## src/rtl/stream_sel_mux.sv

```systemverilog
// stream_sel_mux: selects one of NUM_IN valid/ready input streams onto a single
// registered output stream. mode=0 uses the external select index, mode=1 uses
// round-robin arbitration starting after the last round-robin grant.
// Optional packet locking is enabled by defining STREAM_SEL_MUX_PKT_LOCK_EN:
// adds in_last/out_last and holds the grant on one channel until its last beat.
module stream_sel_mux #(
  parameter int NUM_IN = 4,
  parameter int WIDTH  = 4,
  localparam int SEL_W = (NUM_IN > 1) ? $clog2(NUM_IN) : 1
) (
  input  logic                    clk,
  input  logic                    rst,
  input  logic [NUM_IN*WIDTH-1:0] in_data,
  input  logic [NUM_IN-1:0]       in_valid,
  output logic [NUM_IN-1:0]       in_ready,
`ifdef STREAM_SEL_MUX_PKT_LOCK_EN
  input  logic [NUM_IN-1:0]       in_last,
  output logic                    out_last,
`endif
  input  logic                    mode,
  input  logic [SEL_W-1:0]        select,
  output logic [WIDTH-1:0]        out_data,
  output logic                    out_valid,
  input  logic                    out_ready,
  output logic [SEL_W-1:0]        grant
);

  // Output register stage (p1) and round-robin pointer
  logic              vld_p1;
  logic [WIDTH-1:0]  data_p1;
  logic [SEL_W-1:0]  grant_p1;
  logic [SEL_W-1:0]  rr_last;

  logic              load;
  logic              man_ok;
  logic              rr_ok;
  logic [SEL_W-1:0]  rr_idx;
  int                rr_best;
  int                rr_dist;
  logic              cand_ok;
  logic [SEL_W-1:0]  cand;
  logic [WIDTH-1:0]  cand_data;

`ifdef STREAM_SEL_MUX_PKT_LOCK_EN
  logic              locked;
  logic [SEL_W-1:0]  lock_ch;
  logic              lock_ok;
  logic              cand_last;
  logic              last_p1;
`endif

  // The register may take a new beat when it is empty or being drained
  assign load = !vld_p1 || out_ready;

  // Manual candidate exists only for an in-range select whose channel is valid
  always_comb begin
    man_ok = 1'b0;
    for (int i = 0; i < NUM_IN; i++) begin
      if ((select == SEL_W'(i)) && in_valid[i]) man_ok = 1'b1;
    end
  end

  // Round-robin: the valid channel with the smallest distance after rr_last wins
  always_comb begin
    rr_best = NUM_IN;
    rr_dist = 0;
    rr_idx  = '0;
    for (int i = 0; i < NUM_IN; i++) begin
      if (in_valid[i]) begin
        rr_dist = (i + NUM_IN - 1 - int'(rr_last)) % NUM_IN;
        if (rr_dist < rr_best) begin
          rr_best = rr_dist;
          rr_idx  = SEL_W'(i);
        end
      end
    end
    rr_ok = (rr_best < NUM_IN);
  end

`ifdef STREAM_SEL_MUX_PKT_LOCK_EN
  // While locked only the locked channel may supply the next beat
  always_comb begin
    lock_ok = 1'b0;
    for (int i = 0; i < NUM_IN; i++) begin
      if ((lock_ch == SEL_W'(i)) && in_valid[i]) lock_ok = 1'b1;
    end
  end
`endif

  // Candidate choice: lock overrides mode; otherwise manual or round-robin
  always_comb begin
    cand    = '0;
    cand_ok = 1'b0;
`ifdef STREAM_SEL_MUX_PKT_LOCK_EN
    if (locked) begin
      cand    = lock_ch;
      cand_ok = lock_ok;
    end else
`endif
    if (mode) begin
      cand    = rr_idx;
      cand_ok = rr_ok;
    end else begin
      cand    = select;
      cand_ok = man_ok;
    end
  end

  // Route the candidate's data (and last flag) to the register input
  always_comb begin
    cand_data = '0;
`ifdef STREAM_SEL_MUX_PKT_LOCK_EN
    cand_last = 1'b0;
`endif
    for (int i = 0; i < NUM_IN; i++) begin
      if (cand == SEL_W'(i)) begin
        cand_data = in_data[i*WIDTH +: WIDTH];
`ifdef STREAM_SEL_MUX_PKT_LOCK_EN
        cand_last = in_last[i];
`endif
      end
    end
  end

  // One-hot accept towards the chosen producer; silent while in reset
  always_comb begin
    in_ready = '0;
    for (int i = 0; i < NUM_IN; i++) begin
      in_ready[i] = !rst && load && cand_ok && (cand == SEL_W'(i));
    end
  end

  // ---- stage p1: output register, updated whenever load is high ----
  always_ff @(posedge clk) begin
    if (rst) begin
      vld_p1   <= 1'b0;
      data_p1  <= '0;
      grant_p1 <= '0;
      rr_last  <= SEL_W'(NUM_IN - 1);
    end else if (load) begin
      vld_p1 <= cand_ok;
      if (cand_ok) begin
        data_p1  <= cand_data;
        grant_p1 <= cand;
        if (mode) rr_last <= cand;
      end
    end
  end

`ifdef STREAM_SEL_MUX_PKT_LOCK_EN
  // Lock onto a channel after a non-last beat; release after its last beat
  always_ff @(posedge clk) begin
    if (rst) begin
      locked  <= 1'b0;
      lock_ch <= '0;
      last_p1 <= 1'b0;
    end else if (load && cand_ok) begin
      locked  <= !cand_last;
      lock_ch <= cand;
      last_p1 <= cand_last;
    end
  end

  assign out_last = last_p1;
`endif

  assign out_data  = data_p1;
  assign out_valid = vld_p1;
  assign grant     = grant_p1;

endmodule

```

## config.mk

```make
export PLATFORM = sky130hd
export DESIGN_NAME = stream_sel_mux
export DESIGN_NICKNAME = d
export VERILOG_FILES = /design/src/rtl/stream_sel_mux.sv
export SDC_FILE = /design/constraint.sdc
export NUM_CORES = 1
export LEC_CHECK = 0
export ABC_CLOCK_PERIOD_IN_PS = 6550
export CORE_UTILIZATION = 39
export DETAILED_ROUTE_END_ITERATION = 10
export GPL_ROUTABILITY_DRIVEN = 0
export HOLD_SLACK_MARGIN = 0.06
export PLACE_DENSITY = 0.82
export SLEW_MARGIN = 5
export SYNTH_ARGS = -nofsm -noshare
export SYNTH_HDL_FRONTEND = slang
export SYNTH_SLANG_ARGS = --single-unit
```

## constraint.sdc

```tcl
create_clock -name clk -period 6.55 [get_ports clk]
set_input_delay 1.31 -clock clk [delete_from_list [all_inputs] [get_ports clk]]
set_output_delay 1.31 -clock clk [all_outputs]
set_load 0.01 [all_outputs]
```

Word-level counts from Yosys, hierarchy flattened

Index checks and enable logic that the tools add are counted.

Register bits: 9
Bits of input ports: 26
Output and inout bits: 11
Word-level logic and storage cells: 68

Add/subtract/negate cells: 4
Equal/unequal tests: 6
Reduce and logical (&&, ||, !) cells: 21
Bitwise operators: 4
Order comparisons: 5
Muxes and demuxes: 24

Operators by type and width:

| cell                                                                          | number |
|---|---|
| 32-bit 2-to-1 mux                                                             | 8 |
| 3-bit by 32-bit less-than comparator with 1-bit output                        | 3 |
| 32-bit by 4-bit less-than comparator with 1-bit output, second input constant | 1 |
| 4-bit 2-to-1 mux                                                              | 4 |
| 3-bit by 2-bit subtractor with 4-bit output, first input constant             | 3 |
| 1-bit logical AND                                                             | 10 |
| 2-bit 2-to-1 mux                                                              | 5 |
| 2-bit == test, second input constant                                          | 4 |
| 2-bit OR reduction                                                            | 4 |
| 1-bit 2-to-1 mux                                                              | 7 |
| 1-bit AND                                                                     | 4 |
| 2-bit by 1-bit == test with 1-bit output, second input constant               | 2 |
| 2-bit logical NOT                                                             | 2 |
| 3-bit by 4-bit less-than comparator with 1-bit output, second input constant  | 1 |
| 3-bit AND reduction                                                           | 1 |
| 2-bit by 2-bit subtractor with 3-bit output, first input constant             | 1 |
| 1-bit logical NOT                                                             | 2 |
| 2-bit AND reduction                                                           | 1 |
| 1-bit logical OR                                                              | 1 |

Depth between registers and ports, before layout

Word-level depth: 21
Depth in mapped cells: 18
Mapped depth without buffers: 17

Least setup slack after synthesis

OpenSTA, ideal clock, no wires.

Path kind: input to output
Start point: in in_valid[0]
End point: out in_ready[2]
Path slack: 327 ps
Path buffers: 2
Data arrival time: 4,913 ps
Data required time: 5,240 ps
Stages: 18
Cells stage by stage: buf_2 > nand2_1 > ha_1 > and2_1 > o21ai_0 > and2_2 > mux2_2 > ha_1 > o22ai_1 > a22oi_2 > mux2_2 > ha_1 > nor4bb_1 > a22oi_1 > a31oi_1 > buf_2 > nand2_1 > nor3_1

Cells in the longest elaborated chain, start to end: 14
Elaborated cells between the ends (all ways): 27
Those cells by class: order compare (4); eq/ne (1); mux (19); reduce/logical (3)

Ends and longest elaborated chain:

| item                                                   | line | text |
|---|---|---|
| from (decl)                                            | 14   | `input logic [NUM_IN-1:0] in_valid,` |
| 32-bit 2-to-1 mux                                      | 69   | `if (in_valid[i]) begin` |
| 3-bit by 32-bit less-than comparator with 1-bit output | 71   | `if (rr_dist < rr_best) begin` |
| 32-bit 2-to-1 mux                                      | 71   |  |
| 32-bit 2-to-1 mux                                      | 69   |  |
| 3-bit by 32-bit less-than comparator with 1-bit output | 71   |  |
| 32-bit 2-to-1 mux                                      | 71   |  |
| 32-bit 2-to-1 mux                                      | 69   |  |
| 3-bit by 32-bit less-than comparator with 1-bit output | 71   |  |
| 32-bit 2-to-1 mux                                      | 71   |  |
| 32-bit 2-to-1 mux                                      | 69   |  |
| 32-bit by 4-bit less-than comparator with 1-bit output | 77   | `rr_ok = (rr_best < NUM_IN);` |
| 1-bit 2-to-1 mux                                       | 100  | `if (mode) begin` |
| 1-bit logical AND                                      | 129  | `in_ready[i] = !rst && load && cand_ok && (cand == SEL_W'(i));` |
| 1-bit logical AND (*)                                  | 129  |  |
| to (decl)                                              | 15   | `output logic [NUM_IN-1:0] in_ready,` |

Every way passes the cells marked *; elsewhere a longest branch is shown, timed or not.

Worst setup path after layout

Same ends and word-level chain as after synthesis.

==> impl_metrics.yaml <==
logic_synthesis:
  avgSynthCellArea_sq_um: 8.62
  synthesis.area_sq_um: 758
  synth_cell_type_count: 38
  synth-seq-cells: 9
  synthCells: 88
  seq_area_frac_synth_pct: 23.8
  yosys_warnings: 0
  synth_nets: 117
worst_setup_path:
  r2r-start: "rr_last[0]$_SDFFE_PP1P_"
  critPathLaunchType: "input port"
  required_ps: 5240
  max_stage_delay_ps: 340
  critPathCaptureType: "primary output"
  arrival_ps: 4790
  path_depth: 18
  regToRegEndpoint: "out_data[3]$_SDFFE_PP0P_"
  path_cells: "dlymetal6s2s_1, nand2_1, ha_1, and2_4, o21ai_2, and2_4, mux2_4, ha_2, o22ai_1, a22oi_2, mux2_4, ha_4, nor4bb_4, a22oi_2, a31oi_2, nand2_2, nor3_2, buf_2"
  worstPathMaxFanout: 3
  cpMaxStageDelayCell: "mux2_4"
  r2r_cells: 19
  rrSetupSlack_ps: 2010
  cp-endpoint: "in_ready[2]"
  worst-path-buf-inv: 2
  crit_family: "simple AND/OR/NAND/NOR gates"
  critPathKind: "in2out"
  critPathLaunch: "in_valid[0]"
min_path:
  hold_class: "reg2reg"
cells_and_area:
  fin_nets: 167
  antennaDiodeCount: 0
  finalInstanceArea_sq_mm: 0.00131
  fillers: 142
  mostFrequentLayoutCells: "31 x clkdlybuf4s50_1, 13 x buf_4, 9 x mux2i_1, 9 x dfxtp_1, 5 x nor2_1"
  final_common_cell: "clkdlybuf4s50_1"
  syn2layout_area_growth_pct: 72.6
  drive_gt1_share_pct: 29.2
sta:
  slew_violations: 0
  fin_skew_ps: 5.16
  fmax_ghz: 0.164
  fin_crit_sh_pct: 93.1
  min_period_ps: 6100
  hold_violations: 0
  slew_headroom_pct: 58.3
  setup_violations: 0
  tns_ps: 0
  holdWs_ps: 491
  rsz0062_at_grt: "no"
  worstMarginPinSlew_ps: 621
detailed_routing:
  vias: 875
  avgRoutedWirePerCell_um: 13.6
  remaining_drc_errors: 0
  first_pass_iters: 4
  routed_wl_mm: 2.20
  drt_iter0_markers: 3
  viasPerCell: 5.40
  drtAntennaViolNets: 0
floorplanning:
  coreArea_sq_mm: 0.00178
  initial_utilization_pct: 42.5
  die_y_um: 46.1
  ios: 37
  num_rows: 15
  die_w_um: 46.1
  die_area_sq_mm: 0.00212
cts:
  clockRootBuffer: "clkbuf_4"
  htreeDepth: 1
  clk_latency_ps: 270
  cts.clk_slew.worst_paths_ps: 60
  clockBufferDepth: 2
  cts_sinks: 9
  cts_tree: "yes"
  cts_hold_buf: 0
  cts_buffers: 3
power:
  total_power_w: 0.000269
  clockPowerShare_pct: 16.1
  vdd_drop_max_uv: 159
  cellInternalPower_w: 0.000176
  combPwrFrac_pct: 58.5
  pwr-share-seq_pct: 25.4
  p_leak_nw: 0.565
  switching_share_pct: 34.4
  power.density_mw_per_mm2: 206
  p_sw_w: 0.0000926
placed_design:
  portBuffers: 36
  dpl_cell_area_sq_mm: 0.00120
  hpwl_mm: 1.65
global_route:
  globalRouteOverflowTotal: 0
  grt_pass1_wl_mm: 3.50
  grt_pass1_vias: 869
  antenna_found_initial: 0
  grt_max_degree: 9
  grt.total_usage_pct: 23.0
status:
  status: "finished clean"
job:
  maxCapViolCount: 0
power by group through the flow:
stage               registers [W]  clock network [W]  logic (W)
finish                  0.0000682          0.0000434   0.000157
global route            0.0000694          0.0000462   0.000170
CTS                     0.0000678          0.0000437   0.000136
detailed placement      0.0000689                  0   0.000132
global placement        0.0000688                  0   0.000127
floorplan               0.0000715                  0  0.0000683
per-stage QoR:
| stage | utilization [%] | setup slack, ps | cells |
|---|---|---|---|
| after floorplan | - | 327 | 88 |
| after global placement | 67.2 | -292 | 155 |
| after detailed placement | 67.2 | -419 | 155 |
| after CTS | 69.8 | 11.7 | 160 |
| after global routing | 73.4 | 324 | 162 |
| final | 73.4 | 455 | 162 |
how the worst min path moves through the flow:
stage | startpoint | end | depth (start not counted)
floorplan | rr_last[1]$_SDFFE_PP1P_ | rr_last[1]$_SDFFE_PP1P_ | 1
global placement | out_data[2]$_SDFFE_PP0P_ | out_data[2]$_SDFFE_PP0P_ | 2
detailed placement | out_data[1]$_SDFFE_PP0P_ | out_data[1]$_SDFFE_PP0P_ | 2
CTS | out_data[1]$_SDFFE_PP0P_ | out_data[1]$_SDFFE_PP0P_ | 2
global route | out_data[1]$_SDFFE_PP0P_ | out_data[1]$_SDFFE_PP0P_ | 2
finish | grant[1]$_SDFFE_PP0P_ | grant[1]$_SDFFE_PP0P_ | 2
layout make-up:
cell class	instances	area [sq um]	area share, %
timing repair buffer	49	440	33.7
clock buffer	4	26.3	2.01
multi-input combinational	71	616	47.0
sequential	9	180	13.8
tap	25	31.3	2.39
inverter	4	15.0	1.15
logic make-up after synthesis:
family	after synthesis	synth area share, %
mux	12	17.8
simple gates	33	24.4
fa+ha+maj	3	4.95
compound gates	22	22.4
buf+inv	8	5.44
flops	9	23.8
xor+xnor	1	1.16
state kept, by name (all words and copies together) (netlist names):
signal     count
grant          2
out_data       4
out_valid      1
rr_last        2
repair_timing:
| action | in CTS | in global routing |
|---|---|---|
| pin swaps | 3 | 9 |
| setup endpoints to repair | 4 | 4 |
| gates resized for setup | 10 | 23 |
| setup buffers | 1 | 2 |
cell usage after synthesis, drive strengths merged:
library cell  instances  area [sq um]
a311oi                1          15.0
a21oi                 3          15.0
a41o                  1          11.3
or2b                  1          7.51
o22ai                 1          6.26
and2                  2          13.8
buf                   4          26.3
and4b                 1          10.0
nand3b                1          7.51
nor2b                 4          25.0
nor4bb                1          10.0
xnor2                 1          8.76
o21ai                 4          20.0
nand2b                1          6.26
dfxtp                 9           180
a22oi                 2          20.0
or4                   1          11.3
o32ai                 1          8.76
or2                   1          6.26
mux4                  1          22.5
ha                    3          37.5
inv                   4          15.0
nand3                 4          20.0
o211ai                1          7.51
o2bb2ai               1          8.76
mux2i                 9          90.1
a211o                 1          8.76
nand2                 4          15.0
o221ai                4          35.0
mux2                  2          22.5
nor3                  6          30.0
nor2                  6          22.5
o21bai                1          7.51
a31oi                 1          6.26
metal layers:
layer / wire length [um] / up-vias / track usage, %
li1: - / 433 / -
met1: 941 / 397 / 26.8
met2: 1070 / 36 / 39.2
met3: 114 / 9 / 3.53
met4: 77 / 0 / 13.5
met5: 0 / - / 0
worst min-delay path: stages, from the launching register on:
cell	delay, ps
dfxtp_1	320
mux2i_1	60
nor2_1	70
No activity file was read; power rests on OpenSTA's default activity.
